### config.mk
export PLATFORM = sky130hd
export DESIGN_NAME = traffic_sched
export DESIGN_NICKNAME = d
export VERILOG_FILES = /design/src/rtl/traffic_sched.sv
export SDC_FILE = /design/constraint.sdc
export NUM_CORES = 1
export LEC_CHECK = 0
export CORE_MARGIN = 2
export CORE_UTILIZATION = 30
export DETAILED_ROUTE_END_ITERATION = 7
export MAX_ROUTING_LAYER = met4
export RECOVER_POWER = 100
export REMOVE_ABC_BUFFERS = 1
export SYNTH_ARGS = -nofsm -noshare
export SYNTH_HDL_FRONTEND = slang
export SYNTH_SLANG_ARGS = --single-unit
### constraint.sdc
create_clock -name clk -period 3.8 [get_ports clk]
set_input_delay 0.76 -clock clk [delete_from_list [all_inputs] [get_ports clk]]
set_output_delay 0.76 -clock clk [all_outputs]
set_load 0.03 [all_outputs]
### src/rtl/traffic_sched.sv
// Two-way traffic-light scheduler with pedestrian walk phase, night flashing
// mode and emergency all-red override. Timing is counted in 1-second ticks
// derived from clk by a prescaler; all lamps are decoded from the registered
// state, the phase counter and the night flash bit.
module traffic_sched #(
  parameter int unsigned TICK_DIV = 50000000,
  parameter int unsigned GREEN_T  = 9,
  parameter int unsigned YELLOW_T = 3,
  parameter int unsigned WALK_T   = 5
) (
  input  logic       clk,
  input  logic       clr,
  input  logic       ped_req,
  input  logic       night,
  input  logic       emerg,
  output logic [5:0] lights,
  output logic [3:0] counter,
  output logic       walk,
  output logic       ped_ack
);

  localparam int unsigned PW = $clog2(TICK_DIV);

  // Lamp patterns: [5:3] direction A {R,Y,G}, [2:0] direction B {R,Y,G}
  localparam logic [5:0] L_AG    = 6'b001100;
  localparam logic [5:0] L_AY    = 6'b010100;
  localparam logic [5:0] L_BG    = 6'b100001;
  localparam logic [5:0] L_BY    = 6'b100010;
  localparam logic [5:0] L_RED   = 6'b100100;
  localparam logic [5:0] L_FLASH = 6'b010010;

  typedef enum logic [2:0] {
    S_AG, S_AY, S_BG, S_BY, S_WALK, S_CLEAR, S_NIGHT, S_EMERG
  } state_t;

  state_t        state_q, state_d;
  logic [PW-1:0] pre_q, pre_d;
  logic [3:0]    sec_q, sec_d;
  logic          pend_q, pend_d;
  logic          flash_q, flash_d;
  logic          tick;
  logic [3:0]    dur;

  // Phase length in ticks; untimed states report zero
  function automatic logic [3:0] phase_dur(input state_t s);
    case (s)
      S_AG, S_BG:             phase_dur = 4'(GREEN_T);
      S_AY, S_BY, S_CLEAR:    phase_dur = 4'(YELLOW_T);
      S_WALK:                 phase_dur = 4'(WALK_T);
      default:                phase_dur = 4'd0;
    endcase
  endfunction

  assign tick = (pre_q == PW'(TICK_DIV - 1));
  assign dur  = phase_dur(state_q);

  // Next-state logic: emergency overrides everything, then tick-driven phase
  // sequencing; yellow ends are the only points where night mode may begin.
  always_comb begin
    state_d = state_q;
    sec_d   = sec_q;
    pre_d   = tick ? '0 : pre_q + PW'(1);
    flash_d = flash_q;
    pend_d  = pend_q | ped_req;
    if (emerg) begin
      state_d = S_EMERG;
      pre_d   = '0;
      sec_d   = '0;
    end else if (state_q == S_EMERG) begin
      state_d = S_AG;
      pre_d   = '0;
      sec_d   = '0;
    end else if (tick) begin
      if (state_q == S_NIGHT) begin
        if (!night) begin
          state_d = S_CLEAR;
          sec_d   = '0;
        end else begin
          flash_d = ~flash_q;
        end
      end else if (sec_q == dur - 4'd1) begin
        sec_d = '0;
        case (state_q)
          S_AG:    state_d = S_AY;
          S_AY:    state_d = night ? S_NIGHT : S_BG;
          S_BG:    state_d = S_BY;
          S_BY:    state_d = night ? S_NIGHT : (pend_q ? S_WALK : S_AG);
          default: state_d = S_AG;
        endcase
      end else begin
        sec_d = sec_q + 4'd1;
      end
    end
    // A fresh night phase always starts on the lit half of the flash cycle
    if (state_d != state_q) flash_d = 1'b0;
    // Entering WALK consumes the request, even one arriving on that clk
    if (state_d == S_WALK && state_q != S_WALK) pend_d = 1'b0;
  end

  // State, prescaler, phase counter, pending request and flash registers
  always_ff @(posedge clk or posedge clr) begin
    if (clr) begin
      state_q <= S_AG;
      pre_q   <= '0;
      sec_q   <= '0;
      pend_q  <= 1'b0;
      flash_q <= 1'b0;
    end else begin
      state_q <= state_d;
      pre_q   <= pre_d;
      sec_q   <= sec_d;
      pend_q  <= pend_d;
      flash_q <= flash_d;
    end
  end

  // Output decode from registered state
  always_comb begin
    lights  = L_RED;
    walk    = 1'b0;
    counter = dur - sec_q;
    case (state_q)
      S_AG:    lights = L_AG;
      S_AY:    lights = L_AY;
      S_BG:    lights = L_BG;
      S_BY:    lights = L_BY;
      S_WALK: begin
        lights = L_RED;
        walk   = 1'b1;
      end
      S_CLEAR: lights = L_RED;
      S_NIGHT: begin
        lights  = flash_q ? 6'b000000 : L_FLASH;
        counter = 4'd0;
      end
      default: begin
        lights  = L_RED;
        counter = 4'd0;
      end
    endcase
  end

  assign ped_ack = pend_q;

endmodule

* After elaboration in Yosys (flattened, before gate mapping)
Index checks and enable logic that the tools add are counted.
** Storage, ports and cells
- Register bits :: 35
- Input port bits :: 5
** Operators by class
- Bitwise logic cells :: 2
- $add $sub $neg :: 4
- Reduce and logical (&&, ||, !) cells :: 11
- Equality and inequality tests :: 15
- Multiplexer cells :: 31
** Operators by type and width (number)
- 26-bit 2-to-1 mux :: 3
- 6-bit case mux with 5 select lines :: 1
- 4-bit 2-to-1 mux :: 7
- 3-bit 2-to-1 mux :: 9
- 26-bit by 1-bit adder with 26-bit output (second input constant) :: 1
- 26-bit equality test (second input constant) :: 1
- 3-bit equality test (second input constant) :: 5
- 3-bit case mux with 4 select lines :: 1
- 4-bit case mux with 3 select lines :: 1
- 1-bit 2-to-1 mux :: 8
- 3-bit by 2-bit equality test with 1-bit output (second input constant) :: 2
- 2-bit nonzero test :: 3
- 6-bit OR reduction :: 1
- 5-bit 2-to-1 mux :: 1
- 5-bit AND reduction :: 1
- 4-bit by 1-bit adder with 4-bit output (second input constant) :: 1
- 4-bit equality test :: 1
- 2-bit by 1-bit != test with 1-bit output (second input constant) :: 2
- 4-bit != test (second input constant) :: 1
- 4-bit by 1-bit subtractor with 4-bit output (second input constant) :: 1
- 4-bit subtractor :: 1
- 3-bit by 1-bit equality test with 1-bit output (second input constant) :: 1
- 3-bit zero test :: 1
- 3-bit != test :: 1
- other kinds (8) :: 8

* Depth between registers and ports, before layout
- Depth in word-level cells :: 13
- Gate-level depth with buffers :: 9
- Depth with buffers taken out :: 8

* Least setup slack after synthesis
Ideal clock, no wire load.
- Path kind :: register to output
- Start point :: register state_q[0]
- End point :: output port counter[3]
- Data arrival time :: 1.914 ns
- Data required time :: 3.040 ns
- Cell stages (with the launch flop) :: 8
- Path slack :: 1.126 ns
- Buffers on the path :: 2
- Cell sequence :: dfrtp_1 clkbuf_1 clkbuf_1 nor2_1 ha_1 a21oi_1 xnor2_1 nor2_1
** On the way
- Word-level cells in the longest chain between the ends :: 5
- Elaborated cells on any way between the ends :: 12
- Classes of those cells :: add/sub: 1; eq/ne: 5; mux: 2; reduce/logical: 4
** Ends and longest elaborated chain
- start: declaration :: RTL line 36 : state_t state_q, state_d;
- start signal: assignment :: RTL line 109 : state_q <= state_d;
- 3-bit by 2-bit equality test with 1-bit output (tied with other cells) :: RTL line 46, 122
- 3-bit OR reduction or 2-bit OR reduction (tied branches) :: RTL line 46 : case (s)
- 4-bit case mux with 3 select lines :: RTL line 46
- 4-bit subtractor :: RTL line 121 : counter = dur - sec_q;
- 4-bit 2-to-1 mux * :: RTL line 122 : case (state_q)
- end: declaration :: RTL line 17 : output logic [3:0] counter,
Mark *: on every way between the ends. The rest lies on a longest branch, timed or not.

* Worst setup path after layout
- Start point :: register state_q[1]
- End point :: output port counter[2]
The elaborated chain is that of the path after synthesis.

==> results.py <==
metrics = {
    "timing": {
        "final.min_clock_period_ns": 3.53,
        "tns_ns": 0,
        "fin_ws_ns": 0.268,
        "report.final.slew_viol_count": 0,
        "final_hold_viol_count": 0,
        "timing.fmax_ghz": 0.283,
        "rsz0062_at_grt": "no",
        "skew_ns": 0.0104,
        "relSlewSlack_pct": 28.0,
        "worstMarginPinSlew_ns": 1.08,
        "post-route-period-util_pct": 92.9,
        "setup_viol": 0,
    },
    "yosys": {
        "synth_area_leaders": "dfrtp_1 39%, nor2_1 7.6%, xnor2_1 5.5%",
        "synth_flop_cell": "dfrtp_1",
        "seq_area_frac_synth_pct": 39.5,
        "ys_ff_latch": 35,
        "ys_top_cells_by_count": "45 x nor2_1, 35 x dfrtp_1, 22 x nand2_1",
        "synth_top_area_share_pct": 39.5,
        "ys_warn_count": 0,
        "synth_edf_count": 0,
        "syn_inst": 250,
        "synthArstFlopShare_pct": 100,
        "synth_area_um2": 2220,
        "yosysMostFrequentCell": "nor2_1",
        "syn_avg_cell_area_um2": 8.88,
        "synth_cell_type_count": 52,
        "synth_area_leader_cell": "dfrtp_1",
    },
    "clock_tree": {
        "postCtsHoldBufs": 0,
        "post_cts_buffers": 0,
        "clk_pin_slew_ns": 0.07,
        "insertion_delay_ns": 0.29,
        "cts_buffers": 5,
        "cts-root-buf": "clkbuf_8",
        "htreeDepth": 2,
        "numClockSinks": 35,
        "post_cts_resize_count": 0,
        "tritoncts": "yes",
        "clockBufferDepth": 2,
    },
    "floorplanning": {
        "core_region_area_um2": 7210,
        "core.rowCount": 31,
        "io_pins": 17,
        "start_util_pct": 30.8,
        "fp.dieH_um": 90.0,
        "dieArea_um2": 8100,
        "fp.dieW_um": 90.0,
    },
    "setup_path": {
        "worstPathRequired_ns": 3.04,
        "critPathCaptureType": "output pin",
        "path_cells": "nand2_2, inv_2, ha_1, inv_1, fa_1, xnor2_1, nor2_1, dlygate4sd3_1",
        "cp.arrival_ns": 2.77,
        "startpoint_type": "flip-flop",
        "worst-setup-path-type": "reg2out",
        "max_stage_delay_ns": 0.74,
        "crit_path_top_delay_cell": "dlygate4sd3_1",
        "crit_buf_inv": 3,
        "r2r_setup_slack_ns": 0.95,
        "cpLargestDelayFamily": "buffers and inverters",
        "crit_fanout": 13,
    },
    "placed_design": {
        "place.gp.congestion": 0.849,
        "dpl.hpwl_mm": 3.37,
        "dp.cells": 359,
        "place.port_buffers": 16,
        "pre_cts_ws_ns": 0.632,
    },
    "outcome": {
        "outcome": "finished, final reports clean",
    },
    "final_layout": {
        "n_antenna_cell": 0,
        "drive_above_1_share_pct": 7.49,
        "area_growth_pct": 15.6,
        "nets": 278,
        "stdcell_count": 366,
    },
    "run": {
        "max_cap_violations": 0,
    },
    "global_routing": {
        "grt_max_degree": 26,
        "grt_pass1_wl_mm": 8.23,
        "grt_usage_pct": 12.7,
        "grt_overflow": 0,
        "grt_pass1_vias": 1703,
        "antenna_found_initial": 0,
    },
    "drt": {
        "vias": 1785,
        "route.detailed.drc": 0,
        "drt_wl_total_mm": 4.67,
        "final_antenna_net_count": 0,
        "drt_pass1_iterations": 4,
        "avgRoutedWirePerCell_um": 12.8,
        "viasPerCell": 4.88,
        "drtIter0Drc": 91,
    },
    "pwr": {
        "p_leak_nw": 1.06,
        "powerDensity_nw_per_um2": 358,
        "ir_drop_uv": 132,
        "total_power_mw": 0.919,
    },
    "worst_hold_path": {
        "hp-class": "reg2reg",
    },
}
[cell type report]
type,count,area (µm²)
Fill cell,787,4650
Multi-Input combinational cell,193,1250
Sequential cell,35,876
Timing Repair Buffer,20,183
Tap cell,99,124
Clock buffer,6,82.6
Inverter,12,45.0
Clock inverter,1,5.00
[where the power goes]
group          total (mW)  switching (mW)  internal, mW
clock               0.272           0.130         0.142
sequential          0.402          0.0180         0.384
combinational       0.244           0.154        0.0902
total               0.919           0.302         0.617
[through the flow]
step / hold slack, ns / utilization [%] / instance area (µm²)
finish: 0.492 / 35.6 / 2570
global route: 0.515 / 35.6 / 2570
CTS: 0.493 / 35.8 / 2580
detailed placement: 0.483 / 34.6 / 2490
global placement: 0.441 / 34.6 / 2490
floorplan: 0.424 / - / 2180
[sequential cells by signal, summed over array words and instances, names as in the netlist]
name	flops
sec_q	4
state_q	3
ped_ack	1
flash_q	1
pre_q	26
[path summary, 6_finish.rpt]
check | startpoint | endpoint | depth (start not counted)
setup / recovery | state_q[1] | counter[2] | 8
setup reg to reg | state_q[1] | ped_ack | 7
min in group asynchronous | clr | sec_q[3] | 2
hold reg to reg | pre_q[0] | pre_q[0] | 1
hold / removal | pre_q[0] | pre_q[0] | 1
max in group asynchronous | clr | pre_q[16] | 3
[layer usage]
metal  part of all wire [%]  global-route usage (%)  vias to the layer above
li1                       -                       -                      883
met1                     49                    16.5                      865
met2                     46                    19.9                       33
met3                    4.0                    3.10                        4
met4                    1.1                    3.85                        0
met5                      0                       -                        -
[logic make-up after synthesis]
logic type	Yosys count	synth area share [%]
xor+xnor	28	11.0
flops	35	39.5
compound gates	32	9.70
simple gates	123	30.4
fa+ha+maj	6	3.72
buf+inv	22	3.78
mux	4	1.86
[placed cells by master (no fill, tap or decap), drive strengths merged, types with 3 or more instances in the layout]
| cell type | synthesis | final |
|---|---|---|
| a211oi | 4 | 4 |
| a21oi | 4 | 4 |
| and2 | 5 | 5 |
| and3 | 4 | 4 |
| clkbuf | 8 | 8 |
| dfrtp | 35 | 35 |
| dlygate4sd3 | 0 | 14 |
| ha | 5 | 5 |
| inv | 12 | 12 |
| mux2i | 3 | 3 |
| nand2 | 23 | 23 |
| nand2b | 8 | 8 |
| nand3 | 12 | 12 |
| nand4 | 6 | 6 |
| nor2 | 45 | 45 |
| nor3 | 4 | 4 |
| nor4 | 4 | 4 |
| nor4b | 3 | 3 |
| o21ai | 12 | 12 |
| xnor2 | 14 | 14 |
| xor2 | 14 | 14 |
No activity file was read; power rests on OpenSTA's default activity.
